### src/rtl/cmp_slice_seq_if.sv
// Request/result bundle for cmp_slice_seq: operands, opcode, valid/ready, enable, result and status.
interface cmp_slice_seq_if #(
  parameter int DATA_WIDTH = 16,
  parameter int OUT_WIDTH  = 2
);
  logic [DATA_WIDTH-1:0] A;
  logic [DATA_WIDTH-1:0] B;
  logic [1:0]            OP;
  logic                  in_valid;
  logic                  in_ready;
  logic                  enable;
  logic [OUT_WIDTH-1:0]  CMP_out;
  logic                  CMP_flag;
  logic                  busy;

  modport master (
    output A, B, OP, in_valid, enable,
    input  in_ready, CMP_out, CMP_flag, busy
  );

  modport slave (
    input  A, B, OP, in_valid, enable,
    output in_ready, CMP_out, CMP_flag, busy
  );
endinterface

### src/rtl/cmp_slice_seq.sv
// Slice-serial magnitude comparator, MSB slice first with early exit on the first unequal slice.
// Latency: NOP result 1 cycle after accept; otherwise k slices (1..NUM_SLICES) plus enable-low stalls.
// Backpressure: in_ready only in IDLE, requests during RUN are ignored. CMP_SLICE_SIGNED_EN = signed operands.
module cmp_slice_seq #(
  parameter int DATA_WIDTH  = 16,
  parameter int SLICE_WIDTH = 4,
  parameter int OUT_WIDTH   = 2
) (
  input  logic          CLK,
  input  logic          RST,
  cmp_slice_seq_if.slave bus
);
  localparam int NUM_SLICES = DATA_WIDTH / SLICE_WIDTH;
  localparam int IDX_W      = (NUM_SLICES > 1) ? $clog2(NUM_SLICES) : 1;
  localparam logic [IDX_W-1:0] IDX_TOP = IDX_W'(NUM_SLICES - 1);

  typedef enum logic {IDLE, RUN} state_t;

  state_t                state_q, state_d;
  logic [DATA_WIDTH-1:0] a_q, a_d, b_q, b_d;
  logic [1:0]            op_q, op_d;
  logic [IDX_W-1:0]      idx_q, idx_d;
  logic [OUT_WIDTH-1:0]  out_q, out_d;
  logic                  flag_q, flag_d;

  logic [SLICE_WIDTH-1:0] slice_a, slice_b;
  logic                   slice_gt, slice_lt;

  assign slice_a = a_q[idx_q*SLICE_WIDTH +: SLICE_WIDTH];
  assign slice_b = b_q[idx_q*SLICE_WIDTH +: SLICE_WIDTH];

  always_comb begin
    slice_gt = slice_a > slice_b;
    slice_lt = slice_a < slice_b;
`ifdef CMP_SLICE_SIGNED_EN
    // Only the top slice carries the sign; lower slices order as plain magnitudes.
    if (idx_q == IDX_TOP) begin
      slice_gt = $signed(slice_a) > $signed(slice_b);
      slice_lt = $signed(slice_a) < $signed(slice_b);
    end
`endif
  end

  always_comb begin
    state_d = state_q;
    a_d     = a_q;
    b_d     = b_q;
    op_d    = op_q;
    idx_d   = idx_q;
    out_d   = out_q;
    flag_d  = 1'b0;
    case (state_q)
      IDLE: begin
        if (bus.in_valid) begin
          if (bus.OP == 2'b00) begin
            out_d  = '0;
            flag_d = 1'b1;
          end else begin
            state_d = RUN;
            a_d     = bus.A;
            b_d     = bus.B;
            op_d    = bus.OP;
            idx_d   = IDX_TOP;
          end
        end
      end
      RUN: begin
        if (bus.enable) begin
          if (slice_gt || slice_lt || idx_q == '0) begin
            state_d = IDLE;
            flag_d  = 1'b1;
            case (op_q)
              2'b01:   out_d = (!slice_gt && !slice_lt) ? OUT_WIDTH'(1) : '0;
              2'b10:   out_d = slice_gt ? OUT_WIDTH'(2) : '0;
              2'b11:   out_d = slice_lt ? OUT_WIDTH'(3) : '0;
              default: out_d = '0;
            endcase
          end else begin
            idx_d = idx_q - IDX_W'(1);
          end
        end
      end
      default: state_d = IDLE;
    endcase
  end

  always_ff @(posedge CLK) begin
    if (RST) begin
      state_q <= IDLE;
      a_q     <= '0;
      b_q     <= '0;
      op_q    <= 2'b00;
      idx_q   <= IDX_TOP;
      out_q   <= '0;
      flag_q  <= 1'b0;
    end else begin
      state_q <= state_d;
      a_q     <= a_d;
      b_q     <= b_d;
      op_q    <= op_d;
      idx_q   <= idx_d;
      out_q   <= out_d;
      flag_q  <= flag_d;
    end
  end

  assign bus.in_ready = (state_q == IDLE);
  assign bus.busy     = (state_q == RUN);
  assign bus.CMP_out  = out_q;
  assign bus.CMP_flag = flag_q;
endmodule
### src/flat_wrapper.sv
// flat-port wrapper written by rule: the top's interface ports become plain ports
module cmp_slice_seq_flat 
#(
  parameter int DATA_WIDTH  = 16,
  parameter int SLICE_WIDTH = 4,
  parameter int OUT_WIDTH   = 2
)
  (CLK, RST, bus_A, bus_B, bus_OP, bus_in_valid, bus_enable, bus_in_ready, bus_CMP_out, bus_CMP_flag, bus_busy);
  cmp_slice_seq_if #(.DATA_WIDTH(DATA_WIDTH), .OUT_WIDTH(OUT_WIDTH)) bus_i ();
  input  logic CLK;
  input  logic RST;
  input wire logic [$bits(bus_i.A)-1:0] bus_A;
  input wire logic [$bits(bus_i.B)-1:0] bus_B;
  input wire logic [$bits(bus_i.OP)-1:0] bus_OP;
  input wire logic [$bits(bus_i.in_valid)-1:0] bus_in_valid;
  input wire logic [$bits(bus_i.enable)-1:0] bus_enable;
  output wire logic [$bits(bus_i.in_ready)-1:0] bus_in_ready;
  output wire logic [$bits(bus_i.CMP_out)-1:0] bus_CMP_out;
  output wire logic [$bits(bus_i.CMP_flag)-1:0] bus_CMP_flag;
  output wire logic [$bits(bus_i.busy)-1:0] bus_busy;
  assign bus_i.A = bus_A;
  assign bus_i.B = bus_B;
  assign bus_i.OP = bus_OP;
  assign bus_i.in_valid = bus_in_valid;
  assign bus_i.enable = bus_enable;
  assign bus_in_ready = bus_i.in_ready;
  assign bus_CMP_out = bus_i.CMP_out;
  assign bus_CMP_flag = bus_i.CMP_flag;
  assign bus_busy = bus_i.busy;
  cmp_slice_seq #(.DATA_WIDTH(DATA_WIDTH), .SLICE_WIDTH(SLICE_WIDTH), .OUT_WIDTH(OUT_WIDTH)) u_core (.CLK(CLK), .RST(RST), .bus(bus_i));
endmodule
### config.mk
export PLATFORM = sky130hd
export DESIGN_NAME = cmp_slice_seq_flat
export DESIGN_NICKNAME = d
export VERILOG_FILES = /design/src/rtl/cmp_slice_seq_if.sv /design/src/rtl/cmp_slice_seq.sv /design/src/flat_wrapper.sv
export SDC_FILE = /design/constraint.sdc
export NUM_CORES = 1
export LEC_CHECK = 0
export CORE_MARGIN = 2
export CORE_UTILIZATION = 40
export CTS_CLUSTER_SIZE = 14
export DETAILED_ROUTE_END_ITERATION = 6
export PLACE_DENSITY = 0.66
export SETUP_SLACK_MARGIN = 0.5
export SLEW_MARGIN = 20
export SYNTH_ARGS = -nofsm -noshare
export SYNTH_HDL_FRONTEND = slang
export SYNTH_SLANG_ARGS = --single-unit
### constraint.sdc
create_clock -name CLK -period 2.45 [get_ports CLK]
set_input_delay 0.49 -clock CLK [delete_from_list [all_inputs] [get_ports CLK]]
set_output_delay 0.49 -clock CLK [all_outputs]
set_load 0.02 [all_outputs]
Word level (Yosys, flattened, before mapping) --
Index checks and enable logic that the tools add are counted.
Storage, ports and cells: register bits after elaboration 40, logic and storage cells 57
Operators by class: add/subtract/negate cells 1, $lt $le $gt $ge 2, equal/unequal tests 9, shifts and indexed selects 2, multiplexer cells 24, bitwise operators 2, reductions and logical operators 10
Operator list (count):
- variable part select 16 x 5 -> 4 bit | 2
- 2-to-1 mux 2 bit | 10
- != test 2 bit, second input constant | 5
- 2-to-1 mux 1 bit | 9
- one-hot mux 2 bit (2 select lines) | 2
- AND reduction 4 bit | 2
- one-hot mux 2 bit (3 select lines) | 1
- == test 2 bit, second input constant | 2
- greater-than comparator 4 bit | 1
- logical NOT 2 bit | 2
- < comparator 4 bit | 1
- one-hot mux 1 bit (2 select lines) | 2
- AND reduction 3 bit | 1
- == test 2 x 1 -> 1 bit, second input constant | 1
- logical NOT 1 bit | 2
- logical OR 1 bit | 2
- != test 2 x 1 -> 1 bit, second input constant | 1
- inverter 1 bit | 2
- subtractor 2 x 1 -> 2 bit, second input constant | 1
- logical AND 1 bit | 1

Logic depth before layout (Yosys ltp) --
depth after elaboration 9, gate-level depth with buffers 9, gate-level depth less buffers 8

Worst setup path before layout --
No wires, ideal clock.
kind register to register, start point reg u_core.idx_q[0], end point reg u_core.idx_q[0], data arrival time 2.399 ns, required time 2.317 ns, slack -0.083 ns, stages on the path, launching flop included 9, path through dfxtp_1 buf_2 mux4_2 ha_1 a21o_1 o311ai_4 mux2i_1 a211oi_1 a31oi_1
On the way: cells in the longest elaborated chain, start to end 6, elaborated cells on any way between the ends 13, classes of those cells add/sub: 1; order compare: 2; eq/ne: 1; shift: 2; mux: 3; reduce/logical: 4
RTL lines:
- start, declared | line cmp_slice_seq.sv:22 | logic [IDX_W-1:0] idx_q, idx_d;
- start signal, assigned | line cmp_slice_seq.sv:101 | idx_q <= idx_d;
- variable part select 16 x 5 -> 4 bit, on equally long branches | line cmp_slice_seq.sv:29, cmp_slice_seq.sv:30
- greater-than comparator 4 bit / < comparator 4 bit (equally long branches) | line cmp_slice_seq.sv:33, cmp_slice_seq.sv:34
- logical OR 1 bit (2 in series) | line cmp_slice_seq.sv:69 | if (slice_gt || slice_lt || idx_q == '0) begin
- != test 2 bit (no line)
- AND reduction 4 bit (no line)
Parallel ways exist; a longest one is shown, timed or not. The select of a mux whose other input is x is not followed. A chain may end at the register's enable or synchronous reset.

Worst setup path after layout --
start point reg u_core.idx_q[0], end point reg u_core.out_q[1] (netlist: u_core.bus.CMP_out[1])
On the way: cells in the longest elaborated chain, start to end 7, elaborated cells on any way between the ends 15, classes of those cells order compare: 2; eq/ne: 1; shift: 2; mux: 6; reduce/logical: 4
RTL lines:
- variable part select 16 x 5 -> 4 bit, on equally long branches | line cmp_slice_seq.sv:29, cmp_slice_seq.sv:30
- < comparator 4 bit / greater-than comparator 4 bit (equally long branches) | line cmp_slice_seq.sv:34, cmp_slice_seq.sv:33
- 2-to-1 mux 2 bit, on equally long branches | line cmp_slice_seq.sv:75, cmp_slice_seq.sv:74
- one-hot mux 2 bit (3 select lines) | line cmp_slice_seq.sv:72 | case (op_q)
- 2-to-1 mux 2 bit | line cmp_slice_seq.sv:69
- 2-to-1 mux 2 bit | line cmp_slice_seq.sv:68 | if (bus.enable) begin
- one-hot mux 2 bit (2 select lines) | line cmp_slice_seq.sv:52 | case (state_q)
- end signal, assigned | line cmp_slice_seq.sv:102 | out_q <= out_d;
- end, declared | line cmp_slice_seq.sv:23 | logic [OUT_WIDTH-1:0] out_q, out_d;
Parallel ways exist; a longest one is shown, timed or not. The select of a mux whose other input is x is not followed.

==> results.txt <==
----------------------------------------------------
[Worst setup path]
  Capture instance of the worst register-to-register path ... u_core.bus.CMP_out[1]$_SDFFE_PP0P_
  Critical path's slowest cell ... sky130_fd_sc_hd__mux4_2
  Type of element launching the critical path ... flip-flop
  Worst reg2reg startpoint ... u_core.idx_q[0]$_SDFFE_PP1P_
  Crit path arrival time ... around 2.6 ns
  Number of cells on the worst reg-to-reg path ... 8
  Worst-path maximum fanout ... 7
  Crit-path max cell delay ... 0.52 ns
  Critical Path End Type ... flip-flop
  Worst Path Buf+Inv ... 2
  Family of cells with the greatest summed delay on the critical path ... compound AO/OA/AOI/OAI gates
  Setup slack of the worst register-to-register path ... roughly 0.011 ns
  Cells along the critical path ... mux4_2, inv_2, ha_4, a21o_1, o311ai_4, buf_4, o21ai_4, o41ai_2
  Type of the worst setup path ... flip-flop to flip-flop
  Data required time of the critical path ... approximately 2.6 ns

[Route]
  Total met3 wirelength after detailed routing ... around 170 µm
  Overall routed net length ... slightly below 4 mm
  First-iteration detailed-routing DRC count ... 65
  Antenna Violating Nets Remaining ... 0
  Highest routed metal layer ... met4
  Post-detailed-route via-to-cell ratio ... 5.05
  Detailed-route wire length per cell ... around 13 µm
  Total met2 wirelength after detailed routing ... roughly 2 mm
  WL met1 ... between 1.5 and 2 mm
  Number of remaining DRC errors ... 0
  Number of vias in the routed layout ... about 1,600
  Detailed Routing Iterations Pass 1 ... 5

[Global route]
  Number of global-route vias before repair ... approximately 1,600
  Global-route wire length before repair ... around 6.7 mm
  Total grt overflow ... 0
  GRT Total Usage ... about 16%
  Pin count of the biggest net entering global routing ... 34
  Initial antenna violation count ... 0

[Finish]
  Final std cell area, no fill ... about 2500 µm²
  Number of nets in the layout ... 300
  Antenna Diode Count ... 0
  Share of post-route cells with drive strength above 1 ... roughly a fifth
  Layout overhead on the synthesized area ... 39.2%
  Final instance count without filler cells ... 310
  Filler cells ... ~420

[Power]
  Combinational cell fraction of total power ... 21.1%
  Reg power frac ... 44.2%
  Pwr Density ... 635 nW/µm²
  Leak Pwr ... roughly 0.97 nW
  Clock share of power ... 34.7%
  Sw Ratio ... around a quarter
  Internal Pwr Total ... roughly 1.2 mW
  Maximum ir drop on the vdd rail ... roughly 0.00033 V
  Net switching power ... approximately 0.41 mW
  Total power ... 1.62 mW

[Timing]
  Worst clock skew on the final layout ... 0.00632 ns
  Final critical delay including setup and external delays ... between 2 and 2.5 ns
  Relative slew margins ... slightly below 80%
  Worst-Margin Slew ... 0.316 ns
  Final number of setup-violating endpoints ... 0
  Slew Limit Fails ... 0
  Hold violation total from the final report ... 0
  Fin Hold WS ... between 0.4 and 0.5 ns
  Setup repair after global routing missed its margin ... true
  Maximum achievable frequency ... 0.410 GHz
  Setup TNS ... 0 ns
  Portion of the clock cycle consumed by the worst path in the final layout ... around 100%

[Clock network]
  H-tree depth ... 2
  Total number of clock tree sinks ... 40
  Number of buffers inserted during clock tree synthesis ... 5
  Source-to-sink clock delay at the later pin of the worst-skew pair ... roughly 0.29 ns
  Root buf cell ... sky130_fd_sc_hd__clkbuf_8
  Clock tree from TritonCTS ... yes
  Clock transition at the registers of the reported paths ... ~0.08 ns
  CTS max path bufs ... 2

[Worst hold path]
  Class of the tightest hold or removal check ... flip-flop to flip-flop
  Hold Path Cell Cnt ... 2
  End point of the worst hold path ... u_core.b_q[8]$_SDFFE_PP0P_
  Startpoint of the worst hold path ... u_core.b_q[8]$_SDFFE_PP0P_

[Place]
  Placed cell count ... about 300
  Count of input and output buffers ... 42
  Placer's final routability congestion estimate ... roughly 0.74
  Post-place instance area ... about 2300 µm²
  Post-DP HPWL ... between 2 and 3 mm

[Die]
  Boundary Pins ... 43
  CORE AREA ... 4380 µm²
  Effective utilization at floorplan ... 41.8%
  Die X ... approximately 72 µm
  Number of placement rows ... 24
  Die H ... 71.7 µm
  Full die area ... 5130 µm²

[Outcome]
  Status ... finished, final reports clean

[Synth]
  Seq/Total Area, Yosys ... 43.7%
  Share of synthesized area spent on multiplexers ... between 10% and 20%
  Synthesized-area fraction occupied by adder cells ... between 3 and 4%
  Dominant combinational cell family by area after synthesis ... simple AND/OR/NAND/NOR gates
  Post-synthesis net count ... 255
  Fraction of the mapped netlist area in simple logic gates ... between 10% and 20%
  Xor/xnor cell area share of the yosys netlist ... 0%
  Post-Synthesis Cell Area ... approximately 1800 µm²
  Synth cell types ... 27
  Mapped Avg Cell Area ... roughly 8.6 µm²
  Synthesized flop and latch total ... 40
  Fraction of the mapped netlist area in compound gates ... 17.2%
  Warnings from Yosys ... 0
  Post-synthesis cell count ... 212

[Flow run]
  Number of max-cap violations ... 0

----------------------------------------------------
==> power by group through the flow <==
stage	combinational (mW)	clock (mW)	sequential, mW
6_report	0.342	0.561	0.715
5_1_grt	0.376	0.601	0.720
4_1_cts	0.326	0.574	0.714
3_5_place_dp	0.303	0	0.731
3_3_place_gp	0.298	0	0.731
2_1_floorplan	0.199	0	0.721
==> placed cells by master (no fill, tap or decap), types with 2 or more instances in the layout <==
master / n
sky130_fd_sc_hd__inv_2: 3
sky130_fd_sc_hd__a21oi_1: 36
sky130_fd_sc_hd__ha_4: 3
sky130_fd_sc_hd__a211oi_2: 2
sky130_fd_sc_hd__inv_1: 5
sky130_fd_sc_hd__nor2_1: 6
sky130_fd_sc_hd__a31oi_1: 2
sky130_fd_sc_hd__dfxtp_1: 37
sky130_fd_sc_hd__mux4_2: 8
sky130_fd_sc_hd__clkbuf_8: 6
sky130_fd_sc_hd__buf_4: 9
sky130_fd_sc_hd__dfxtp_2: 2
sky130_fd_sc_hd__clkdlybuf4s50_1: 41
sky130_fd_sc_hd__nand3b_1: 2
sky130_fd_sc_hd__o41ai_2: 2
sky130_fd_sc_hd__nand2_1: 70
sky130_fd_sc_hd__ha_1: 2
==> per-layer routing <==
layer | global-route usage [%] | up-vias
met1 | 19.6 | 727
met2 | 29.3 | 32
li1 | - | 802
met3 | 3.09 | 5
met4 | 5.03 | 0
met5 | 0 | -
==> cell families (layout without fill, tap and decap cells) <==
kind of cell | after synthesis | after routing
flops | 40 | 40
buf+inv | 23 | 69
simple gates | 84 | 84
mux | 11 | 11
compound gates | 49 | 49
fa+ha+maj | 5 | 5
==> cell usage after synthesis <==
master	n	area, µm²
sky130_fd_sc_hd__a211oi_1	2	15.0
sky130_fd_sc_hd__a21o_1	1	7.51
sky130_fd_sc_hd__a21oi_1	36	180
sky130_fd_sc_hd__a31oi_1	2	12.5
sky130_fd_sc_hd__a31oi_2	1	12.5
sky130_fd_sc_hd__and4_1	1	8.76
sky130_fd_sc_hd__buf_2	6	30.0
sky130_fd_sc_hd__clkbuf_1	9	33.8
sky130_fd_sc_hd__dfxtp_1	40	801
sky130_fd_sc_hd__ha_1	5	62.6
sky130_fd_sc_hd__inv_1	8	30.0
sky130_fd_sc_hd__mux2_2	1	11.3
sky130_fd_sc_hd__mux2i_1	2	20.0
sky130_fd_sc_hd__mux4_2	8	180
sky130_fd_sc_hd__nand2_1	70	263
sky130_fd_sc_hd__nand3b_1	2	15.0
sky130_fd_sc_hd__nor2_1	6	22.5
sky130_fd_sc_hd__nor2b_1	2	12.5
sky130_fd_sc_hd__nor2b_4	1	13.8
sky130_fd_sc_hd__nor3_1	1	5.00
sky130_fd_sc_hd__o21a_1	1	7.51
sky130_fd_sc_hd__o21ai_1	1	5.00
sky130_fd_sc_hd__o21ai_2	1	8.76
sky130_fd_sc_hd__o311ai_4	1	26.3
sky130_fd_sc_hd__o31ai_1	1	7.51
sky130_fd_sc_hd__o41ai_2	2	32.5
sky130_fd_sc_hd__or2_1	1	6.26
==> timing repair <==
action	in CTS	in global routing
hold buffers	0	0
buffers inserted	4	3
gates resized for setup	11	4
pin swaps	2	5
endpoints found under the setup margin	7	7
==> stage by stage <==
step           setup slack, ns  utilization (%)
3_5_place_dp           -0.0170             53.1
5_1_grt                -0.0711             58.1
6_report                0.0115             58.1
2_1_floorplan            0.200                -
4_1_cts                 0.0964             57.2
3_3_place_gp            0.0180             53.1
==> worst max-delay path by stage <==
| stage | startpoint | endpoint | slack, ns | cells after the start |
|---|---|---|---|---|
| 2_1_floorplan | u_core.idx_q[0]$_SDFFE_PP1P_ | u_core.idx_q[0]$_SDFFE_PP1P_ | 0.20 | 9 |
| 3_3_place_gp | u_core.idx_q[0]$_SDFFE_PP1P_ | u_core.idx_q[0]$_SDFFE_PP1P_ | 0.02 | 8 |
| 3_5_place_dp | u_core.idx_q[0]$_SDFFE_PP1P_ | u_core.idx_q[0]$_SDFFE_PP1P_ | -0.02 | 8 |
| 4_1_cts | u_core.idx_q[0]$_SDFFE_PP1P_ | u_core.idx_q[1]$_SDFFE_PP1P_ | 0.1 | 8 |
| 5_1_grt | u_core.idx_q[0]$_SDFFE_PP1P_ | u_core.bus.CMP_out[1]$_SDFFE_PP0P_ | -0.07 | 8 |
| 6_report | u_core.idx_q[0]$_SDFFE_PP1P_ | u_core.bus.CMP_out[1]$_SDFFE_PP0P_ | 0.01 | 8 |
==> layout make-up <==
| type | count | area, µm² | share of cell area, % |
|---|---|---|---|
| clock inverters | 2 | 38.8 | 1.52 |
| well taps | 52 | 65.1 | 2.55 |
| clock buffers | 6 | 82.6 | 3.24 |
| repair buffers | 53 | 522 | 20.5 |
| flip-flops and latches | 40 | 807 | 31.7 |
| inverters | 8 | 30.0 | 1.18 |
| multi-input cells | 149 | 1000 | 39.4 |
==> worst reg2reg max path, delay by kind of cell, from the launching register on <==
family | cells | cell delay [ns]
AOI/OAI and AO/OA | 4 | 0.92
adders and majority gates | 1 | 0.20
buffers and inverters | 2 | 0.26
DFF | 1 | 0.43
muxes | 1 | 0.52
==> flip-flops by register name, summed over array words and instances, names as in the netlist <==
| name | count |
|---|---|
| u_core.a_q | 16 |
| u_core.b_q | 16 |
| u_core.bus.CMP_out | 2 |
| u_core.idx_q | 2 |
| u_core.op_q | 2 |
| u_core.bus.CMP_flag | 1 |
| u_core.bus.busy | 1 |
Power figures use the tool's default switching activity.
